### config.mk
export PLATFORM = sky130hd
export DESIGN_NAME = pipe_hazard_ctrl
export DESIGN_NICKNAME = d
export VERILOG_FILES = /design/src/rtl/pipe_hazard_ctrl.sv
export SDC_FILE = /design/constraint.sdc
export NUM_CORES = 1
export LEC_CHECK = 0
export BUFFER_PORTS_ARGS = -buffer_cell sky130_fd_sc_hd__buf_2
export CAP_MARGIN = 20
export CORE_MARGIN = 5
export CORE_UTILIZATION = 57
export CTS_CLUSTER_DIAMETER = 40
export DETAILED_ROUTE_END_ITERATION = 10
export GPL_TIMING_DRIVEN = 0
export PLACE_DENSITY = 0.83
export RECOVER_POWER = 50
export SLEW_MARGIN = 0
export SYNTH_ARGS = -nofsm -noshare
export SYNTH_HDL_FRONTEND = slang
export SYNTH_SLANG_ARGS = --single-unit
### constraint.sdc
create_clock -name clk -period 5.3 [get_ports clk]
set_input_delay 0.795 -clock clk [delete_from_list [all_inputs] [get_ports clk]]
set_output_delay 0.795 -clock clk [all_outputs]
set_load 0.01 [all_outputs]
### src/rtl/pipe_hazard_ctrl.sv
// Pipeline hazard controller for the five-stage core: M/WB->EX forwarding, load-use,
// redirect/jump flushes, counted multi-cycle EX stall, memory-wait timeout and perf counters.
module pipe_hazard_ctrl #(
  parameter int REG_AW      = 5,
  parameter int MULTI_LAT   = 4,
  parameter int MEM_TIMEOUT = 64,
  parameter int CNT_W       = 32
) (
  input  logic              clk,
  input  logic              rst_n,
  input  logic [REG_AW-1:0] ex_rs1_id,
  input  logic [REG_AW-1:0] ex_rs2_id,
  input  logic              ex_uses_rs2,
  input  logic              ex_is_multi,
  input  logic              ex_redirect,
  input  logic              id_jump,
  input  logic [REG_AW-1:0] m_rd_id,
  input  logic [REG_AW-1:0] wb_rd_id,
  input  logic              m_wr_reg,
  input  logic              wb_wr_reg,
  input  logic              m_is_load,
  input  logic              m_mem_req,
  input  logic              dmem_ready,
  output logic [1:0]        rs1_fwd,
  output logic [1:0]        rs2_fwd,
  output logic              pc_stall,
  output logic [1:0]        if_id_ctr,
  output logic [1:0]        id_ex_ctr,
  output logic [1:0]        ex_m_ctr,
  output logic [1:0]        m_wb_ctr,
  output logic              mem_err,
  output logic [CNT_W-1:0]  stall_cnt,
  output logic [CNT_W-1:0]  flush_cnt
);

  localparam logic [1:0] CTR_NORMAL = 2'b00;
  localparam logic [1:0] CTR_STALL  = 2'b01;
  localparam logic [1:0] CTR_BUBBLE = 2'b10;

  localparam logic [1:0] FWD_RF = 2'b00;
  localparam logic [1:0] FWD_M  = 2'b01;
  localparam logic [1:0] FWD_WB = 2'b10;

  localparam int         WAIT_W     = $clog2(MEM_TIMEOUT + 1);
  localparam logic [3:0] MCNT_LOAD  = 4'(MULTI_LAT - 2);
  localparam logic [WAIT_W-1:0] WAIT_MAX  = WAIT_W'(MEM_TIMEOUT);
  localparam logic [WAIT_W-1:0] WAIT_LAST = WAIT_W'(MEM_TIMEOUT - 1);

  typedef enum logic {RUN, MULTI} state_e;

  state_e            state;
  logic [3:0]        mcnt;
  logic              multi_done;
  logic [WAIT_W-1:0] wait_cnt;

  logic mem_wait;
  logic load_use;
  logic multi_hold;
  logic redirect_act;

  function automatic logic [1:0] fwd_sel(
    input logic [REG_AW-1:0] rs,
    input logic [REG_AW-1:0] m_rd,
    input logic [REG_AW-1:0] wb_rd,
    input logic              m_wr,
    input logic              m_load,
    input logic              wb_wr
  );
    if (m_wr && !m_load && (m_rd == rs) && (rs != '0)) return FWD_M;
    if (wb_wr && (wb_rd == rs) && (rs != '0))          return FWD_WB;
    return FWD_RF;
  endfunction

  assign rs1_fwd = fwd_sel(ex_rs1_id, m_rd_id, wb_rd_id, m_wr_reg, m_is_load, wb_wr_reg);
  assign rs2_fwd = fwd_sel(ex_rs2_id, m_rd_id, wb_rd_id, m_wr_reg, m_is_load, wb_wr_reg);

  assign mem_wait   = m_mem_req && !dmem_ready;
  assign load_use   = m_is_load && m_wr_reg && (m_rd_id != '0) &&
                      ((m_rd_id == ex_rs1_id) || (ex_uses_rs2 && (m_rd_id == ex_rs2_id)));
  assign multi_hold = (state == MULTI) || (ex_is_multi && !multi_done);

  // NOTE: every output gets a default first so no path through the priority chain infers a latch.
  always_comb begin
    pc_stall     = 1'b0;
    if_id_ctr    = CTR_NORMAL;
    id_ex_ctr    = CTR_NORMAL;
    ex_m_ctr     = CTR_NORMAL;
    m_wb_ctr     = CTR_NORMAL;
    redirect_act = 1'b0;
    if (!rst_n) begin
      pc_stall  = 1'b1;
      if_id_ctr = CTR_BUBBLE;
      id_ex_ctr = CTR_BUBBLE;
      ex_m_ctr  = CTR_BUBBLE;
      m_wb_ctr  = CTR_BUBBLE;
    end else if (mem_wait) begin
      pc_stall  = 1'b1;
      if_id_ctr = CTR_STALL;
      id_ex_ctr = CTR_STALL;
      ex_m_ctr  = CTR_STALL;
      m_wb_ctr  = CTR_BUBBLE;
    end else if (load_use || multi_hold) begin
      pc_stall  = 1'b1;
      if_id_ctr = CTR_STALL;
      id_ex_ctr = CTR_STALL;
      ex_m_ctr  = CTR_BUBBLE;
    end else if (ex_redirect) begin
      if_id_ctr    = CTR_BUBBLE;
      id_ex_ctr    = CTR_BUBBLE;
      redirect_act = 1'b1;
    end else if (id_jump) begin
      if_id_ctr = CTR_BUBBLE;
    end
  end

  // The entry cycle in RUN is the first stall cycle, so MULTI is left when mcnt is about
  // to expire; this yields exactly MULTI_LAT-1 stall cycles. MULTI_LAT==2 never enters MULTI.
  // NOTE: state registers use non-blocking assignments so every flop samples pre-edge values.
  always_ff @(posedge clk or negedge rst_n) begin
    if (!rst_n) begin
      state      <= RUN;
      mcnt       <= '0;
      multi_done <= 1'b0;
    end else if (!mem_wait) begin
      case (state)
        RUN: begin
          if (!load_use && ex_is_multi && !multi_done) begin
            if (MULTI_LAT > 2) begin
              state <= MULTI;
              mcnt  <= MCNT_LOAD;
            end else begin
              multi_done <= 1'b1;
            end
          end else if (id_ex_ctr != CTR_STALL) begin
            multi_done <= 1'b0;
          end
        end
        MULTI: begin
          if (mcnt <= 4'd1) begin
            state      <= RUN;
            mcnt       <= '0;
            multi_done <= 1'b1;
          end else begin
            mcnt <= mcnt - 4'd1;
          end
        end
        default: state <= RUN;
      endcase
    end
  end

  always_ff @(posedge clk or negedge rst_n) begin
    if (!rst_n) begin
      wait_cnt <= '0;
      mem_err  <= 1'b0;
    end else if (mem_wait) begin
      if (wait_cnt != WAIT_MAX) wait_cnt <= wait_cnt + WAIT_W'(1);
      if (wait_cnt == WAIT_LAST) mem_err <= 1'b1;
    end else begin
      wait_cnt <= '0;
    end
  end

  always_ff @(posedge clk or negedge rst_n) begin
    if (!rst_n) begin
      stall_cnt <= '0;
      flush_cnt <= '0;
    end else begin
      if (pc_stall && (stall_cnt != '1))     stall_cnt <= stall_cnt + CNT_W'(1);
      if (redirect_act && (flush_cnt != '1)) flush_cnt <= flush_cnt + CNT_W'(1);
    end
  end

endmodule
Word-level counts from Yosys, hierarchy flattened
Index checks and enable logic that the tools add are counted.

word-level totals
  register bits after elaboration = 78
  output and inout port bits = 78

operators by class
  add/sub/neg operators = 4
  $lt $le $gt $ge = 1
  equal/unequal tests = 14
  mux-type cells = 47
  bitwise logic cells = 2
  reductions and logical operators = 32

operators by type and width
  cell                     number
  $add A32 B1 Y32 const B  2
  $ne A32 B32 Y1 const B   2
  $mux W2                  22
  $eq A5 B5 Y1             4
  $logic_and A1 B1 Y1      19
  $mux W1                  18
  $reduce_bool A5 Y1       3
  $mux W7                  2
  $mux W4                  2
  $pmux W4 S2              1
  $add A7 B1 Y7 const B    1
  $eq A7 B6 Y1 const B     1
  $ne A7 B7 Y1 const B     1
  $ne A2 B1 Y1 const B     3
  $ne A2 B2 Y1 const B     3
  $le A4 B1 Y1 const B     1
  $logic_not A1 Y1         4
  $pmux W1 S2              2
  $reduce_and A2 Y1        2
  $reduce_and A4 Y1        1
  $sub A4 B1 Y4 const B    1
  $logic_or A1 B1 Y1       3
  $not A1 Y1               2

Depth between registers and ports, before layout
Gate-level depths: netlist of run 1.

  depth in word-level cells = 12
  mapped depth = 9

Worst setup path after synthesis of run 1
OpenSTA, ideal clock, no wires.

  kind = input -> output
  from = input port m_rd_id[1]
  to = output port if_id_ctr[0]
  data arrival time = 2.175 ns
  data required time = 4.505 ns
  slack = 2.330 ns
  cell stages on the path = 7
  buffers on the path = 1
  cells stage by stage = or4_1 > o211ai_2 > a21oi_4 > nor2_1 > nand2_1 > and2_1 > buf_4

between the ends
  cells in the longest elaborated chain, start to end = 8
  elaborated cells on any way between the ends = 11
  those cells by class = eq/ne (2); mux (3); reduce/logical (6)

ends and longest elaborated chain
  what                   RTL line  RTL
  from (decl)            17        input logic [REG_AW-1:0] m_rd_id,
  $eq A5 B5 Y1           79        ((m_rd_id == ex_rs1_id) || (ex_uses_rs2 && (m_rd_id == ex_rs2_id)));
  $logic_and A1 B1 Y1    79
  $logic_or A1 B1 Y1     79
  $logic_and A1 B1 Y1 *  78        assign load_use = m_is_load && m_wr_reg && (m_rd_id != '0) &&
  $logic_or A1 B1 Y1 *   102       end else if (load_use || multi_hold) begin
  $mux W2 *              102
  $mux W2 *              96        end else if (mem_wait) begin
  $mux W2 *              90        if (!rst_n) begin
  to (decl)              27        output logic [1:0] if_id_ctr,

Mark *: on every way between the ends. The rest lies on a longest branch, timed or not.

Worst setup path in the final report of run 1
Ends and elaborated chain as after synthesis.

==> results.tsv, run 1 <==
metric	value	unit
status	complete, no violations	
worst_pin_slew	600	ps
wl_per_cell	15.1	microns
yosysWarningCount	0	
dr.pass1.iters	4	
crit_family	simple AND/OR/NAND/NOR gates	
grt_max_degree	44	
synth_async_sr_flop_share	1.00	
syn_to_final_growth	20.9	%
num_vias	3556	
crit_fanout	10	
clkSlewWorstSetupHoldPaths	80	ps
ir_drop	0.231	mV
clk_latency	350	ps
route.detailed.drc	0	
synth_nets	459	
detail-route-antenna-nets	0	
finalSetupTns	0	ps
hp-class	in -> async	
fp-row-count	31	
grt_pass1_vias	3436	
drv_cap	0	
antenna_found_initial	0	
ctsResizeCount	0	
portBuffers	107	
die_w	95.2	microns
slowest_stage	or4_1	
clkSinkCount	78	
holdWs	394	ps
fin_nets	578	
grt_pass1_wl	16200	microns
start_util	0.577	
slew_violations	0	
coreArea	7180	sq um
cpMostUsedCell	buf_2	
top_usage_layer	met2	
boundaryPins	109	
grt_use_met2	0.367	
cp_slowest_stage_delay	550	ps
dieArea	9060	sq um
ys_seq_area_frac	0.472	
netlist_top_cells_count	dfrtp_1 (78), xor2_1 (46), nand2_1 (41), xnor2_1 (41), nor2_1 (31)	
ys_types	41	
skew	10.3	ps
timing.final.crit_share	0.631	
power.density	315	nW/um^2
drt_iter0_markers	151	
grtUsageMet1	0.295	
ys_seq_elements	78	
htreeDepth	3	
grt.overflow.total	0	
setup.worst_path.start_class	input port	
yosysMostFrequentCell	dfrtp_1	
netlist.area_leader.share	0.472	
gp_congestion	0.874	
n_antenna_cell	0	
synth.avg_cell_area	9.81	sq um
root_buffer	clkbuf_8	
cts_buffers	9	
cp_cell_sequence	buf_2 > or4_1 > o211ai_2 > a21oi_4 > nor2_1 > nand2_1 > and2_1 > buf_4 > buf_2	
yosys-top-cells-area	dfrtp_1 (47%), xor2_1 (9.7%), xnor2_1 (8.7%), nand2_1 (3.7%), nor3_1 (3.1%)	
groute.usage.overall	0.227	
p_leak	0.00251	uW
syn_area	4140	sq um
setup_viol	0	
worstPathArrival	2550	ps
hold_viol	0	
postCtsSetupBuffers	0	
required	4510	ps
fillers	573	
post-route-min-period	3350	ps
routed_wl	9700	microns
endpoint_kind	output pin	
die_h	95.2	microns
place.detailed.hpwl	7350	microns
path_buf_inv	3	
syn_inst	422	
ys.flop_type	dfrtp_1	
fmaxAchievable	299	MHz
drive_above_1_share	0.198	
hold_buffers	0	
grt_use_met3	0.0631	
vias_per_cell	5.52	
crit_type	in -> out	
yosysTopAreaCell	dfrtp_1	
synth_edf_count	0	
cts_max_path_buffers	2	
rsz0062_at_grt	false	
cts_tree	done	
relSlewSlack	0.597	
## metal layers
| layer | vias up | share of wire | wire, microns |
|---|---|---|---|
| li1 | 1679 | - | - |
| met4 | 0 | 0.018 | 170 |
| met1 | 1749 | 0.42 | 4090 |
| met3 | 17 | 0.067 | 649 |
| met5 | - | 0 | 0 |
| met2 | 111 | 0.49 | 4790 |
## layout make-up
| cell class | count | area [sq um] | area share |
|---|---|---|---|
| Sequential cell | 78 | 1950 | 0.390 |
| Multi-Input combinational cell | 316 | 2050 | 0.410 |
| Timing Repair Buffer | 108 | 520 | 0.104 |
| Buffer | 11 | 70.1 | 0.0140 |
| Inverter | 17 | 63.8 | 0.0128 |
| Tap cell | 99 | 124 | 0.0248 |
| Clock inverter | 5 | 82.6 | 0.0165 |
| Clock buffer | 10 | 138 | 0.0275 |
## placed cells by master, fill, tap and decap left out, types with 15 or more instances in the layout
cell type / synthesis / layout
nand3_1: 25 / 25
xor2_1: 46 / 46
nand2_1: 41 / 41
and3_1: 15 / 15
clkbuf_1: 4 / 34
inv_1: 17 / 17
buf_2: 2 / 78
nor3_1: 26 / 26
nand4_1: 17 / 17
nor2_1: 31 / 31
xnor2_1: 41 / 41
dfrtp_1: 78 / 78
## through the flow
step                cell area (sq um)  total power, uW  setup WS, ps  std cells  utilization
floorplan                        4140              952          2330        422            -
finish                           5000             1570          1950        644        0.697
CTS                              5040             1580          1980        644        0.702
detailed placement               4820             1090          1960        629        0.672
global placement                 4800             1070          1360        628        0.669
global route                     5000             1670          1860        644        0.697
## sequential cells by signal, summed over array words and instances (netlist names)
register	count
mcnt	4
multi_done	1
flush_cnt	32
state	1
stall_cnt	32
wait_cnt	7
mem_err	1
## power by group
| part | switching (uW) | total [uW] | leakage (uW) | internal, uW |
|---|---|---|---|---|
| Clock | 217 | 494 | 0.000113 | 277 |
| Combinational | 199 | 345 | 0.00138 | 147 |
| Sequential | 75.9 | 734 | 0.00102 | 658 |
## cells by family after synthesis
logic type	share of synthesized area
AOI/OAI and AO/OA	0.0414
xor gates and xnor gates	0.184
adders and majority gates	0.0181
buffers and inverters	0.0324
DFF	0.472
other	0.000906
and+or+nand+nor	0.251
## path summary, 6_finish.rpt
kind	from	cells after the start	endpoint	slack (ps)
hold reg to reg	mem_err	2	mem_err	480
min in group clk	mem_err	2	mem_err	480
max in group asynchronous	rst_n	2	flush_cnt[8]	4320
setup reg to reg	stall_cnt[0]	8	stall_cnt[21]	2750
hold / removal	rst_n	1	wait_cnt[5]	390
setup / recovery	m_rd_id[1]	9	if_id_ctr[0]	1950
No activity file was read; power rests on OpenSTA's default activity.
==> run 2: changes to the inputs <==
--- a/config.mk
+++ b/config.mk
@@ -8,11 +8,11 @@
 export BUFFER_PORTS_ARGS = -buffer_cell sky130_fd_sc_hd__buf_2
 export CAP_MARGIN = 20
 export CORE_MARGIN = 5
-export CORE_UTILIZATION = 57
+export CORE_UTILIZATION = 48
 export CTS_CLUSTER_DIAMETER = 40
 export DETAILED_ROUTE_END_ITERATION = 10
 export GPL_TIMING_DRIVEN = 0
-export PLACE_DENSITY = 0.83
+export PLACE_DENSITY = 0.75
 export RECOVER_POWER = 50
 export SLEW_MARGIN = 0
 export SYNTH_ARGS = -nofsm -noshare
==> constraint.sdc (replaced) <==
create_clock -name clk -period 3 [get_ports clk]
set_input_delay 0.45 -clock clk [delete_from_list [all_inputs] [get_ports clk]]
set_output_delay 0.45 -clock clk [all_outputs]
set_load 0.01 [all_outputs]
==> results.tsv, run 2 (synthesis results as in run 1) <==
metric	value	unit	change
die_w	103	microns	+8.0%
r2r_cells	8		unchanged
required	2550	ps	-1960 ps
status	complete, no violations		
hp-class	in -> async		
setup_viol	0		unchanged
hold_buffers	0		unchanged
antenna_found_initial	0		unchanged
start_util	0.499		-0.0781
worst_pin_slew	555	ps	-44.8 ps
reg.largest.list	flush_cnt x32, stall_cnt x32, wait_cnt x7		
route.detailed.drc	0		unchanged
portBuffers	107		unchanged
drive_above_1_share	0.196		-0.00219
relSlewSlack	0.627		+0.0301
ctsResizeCount	0		unchanged
cts_buffers	9		unchanged
r2r_slack	460	ps	-2290 ps
htreeDepth	3		unchanged
power.density	585	nW/um^2	+86%
stdcell_area	5060	sq um	+1.1%
dr.pass1.iters	4		unchanged
dieArea	10600	sq um	+17%
timing.final.crit_share	0.881		
fillers	727		+27%
endpoint_kind	output pin		
num_vias	3436		-3.4%
grt_pass1_wl	15800	microns	-2.5%
gp_congestion	0.820		-6.2%
pre_cts_slack	9.20	ps	-1960 ps
boundaryPins	109		unchanged
cp_slowest_stage_delay	550	ps	about the same
vias_per_cell	5.28		-4.4%
drv_cap	0		unchanged
p_leak	0.00252	uW	+0.26%
place.detailed.hpwl	7260	microns	-1.2%
crit_family	simple AND/OR/NAND/NOR gates		
path_buf_inv	3		unchanged
fin_nets	578		unchanged
post-route-min-period	2640	ps	
drt_iter0_markers	119		-21%
final_util	0.609		-0.0879
r2r-start	stall_cnt[0]		
slew_violations	0		unchanged
n_antenna_cell	0		unchanged
fp-row-count	33		+6.5%
clk_latency	350	ps	about the same
hold_viol	0		unchanged
path_depth	9		unchanged
place_area	4830	sq um	+0.16%
die_h	103	microns	+8.0%
coreArea	8300	sq um	+16%
cts_tree	done		
crit_type	in -> out		
grt.overflow.total	0		unchanged
syn_to_final_growth	22.2	%	
grt_pass1_vias	3416		-0.58%
rr_endpoint	stall_cnt[21]		
slowest_stage	or4_1		
detail-route-antenna-nets	0		unchanged
finalWorstSetupSlack	357	ps	-1600 ps
worstPathArrival	2190	ps	-360 ps
cp_cell_sequence	buf_2 > or4_1 > o211ai_2 > a21oi_4 > nor2_1 > nand2_1 > and2_1 > buf_4 > buf_2		
wl_per_cell	14.7	microns	-2.5%
crit_fanout	10		unchanged
final_common_cell	dfrtp_1		
clkSinkCount	78		unchanged
ir_drop	0.616	mV	+170%
cts_max_path_buffers	2		unchanged
final_cell_mix	dfrtp_1 (78), buf_2 (76), xor2_1 (46), xnor2_1 (41), nand2_1 (41)		
clkSlewWorstSetupHoldPaths	90	ps	about the same
skew	11.8	ps	+1.50 ps
groute.usage.overall	0.186		-0.0406
rsz0062_at_grt	false		
fmaxAchievable	378	MHz	
cpMostUsedCell	buf_2		
grt_max_degree	42		-4.5%
routed_wl	9570	microns	-1.4%
root_buffer	clkbuf_8		
setup.worst_path.start_class	input port		
postCtsSetupBuffers	0		unchanged
run 2: per-stage QoR:
stage	total power (uW)	cells	TNS, ps	hold WS [ps]
finish	2960	651	0	49.9
CTS	2990	651	0	66.4
global route	3120	651	0	86.1
detailed placement	1930	635	0	456
floorplan	1680	422	0	154
global placement	1900	634	-23230	460
run 2: worst max path at each step:
stage | startpoint | end | slack [ps]
after floorplan | m_rd_id[1] | if_id_ctr[0] | 720
after global placement | rst_n | flush_cnt[13] | -610
after detailed placement | rst_n | flush_cnt[13] | 9
after CTS | m_rd_id[1] | if_id_ctr[0] | 350
after global routing | rst_n | flush_cnt[13] | 90
final | m_rd_id[1] | if_id_ctr[0] | 360
run 2: area by class of cell:
cell class	instances	area (sq um)	share of cell area
Clock buffer	9	124	0.0245
Sequential cell	78	1950	0.386
Buffer	11	70.1	0.0139
Inverter	17	63.8	0.0126
Multi-Input combinational cell	316	2050	0.406
Timing Repair Buffer	108	518	0.102
Clock inverter	7	145	0.0287
Tap cell	105	131	0.0260
run 2: per-layer routing:
layer	wire length, microns	vias up	global-route usage
met1	4310	1636	0.247
met4	111	0	0.0458
met5	0	-	0
li1	-	1682	-
met3	676	15	0.0494
met2	4470	103	0.306
run 2: power by group:
part           switching (uW)  internal (uW)  leakage, uW
Sequential                132           1160      0.00102
Combinational             354            259      0.00137
Clock                     407            641     0.000130
Total                     893           2060      0.00252
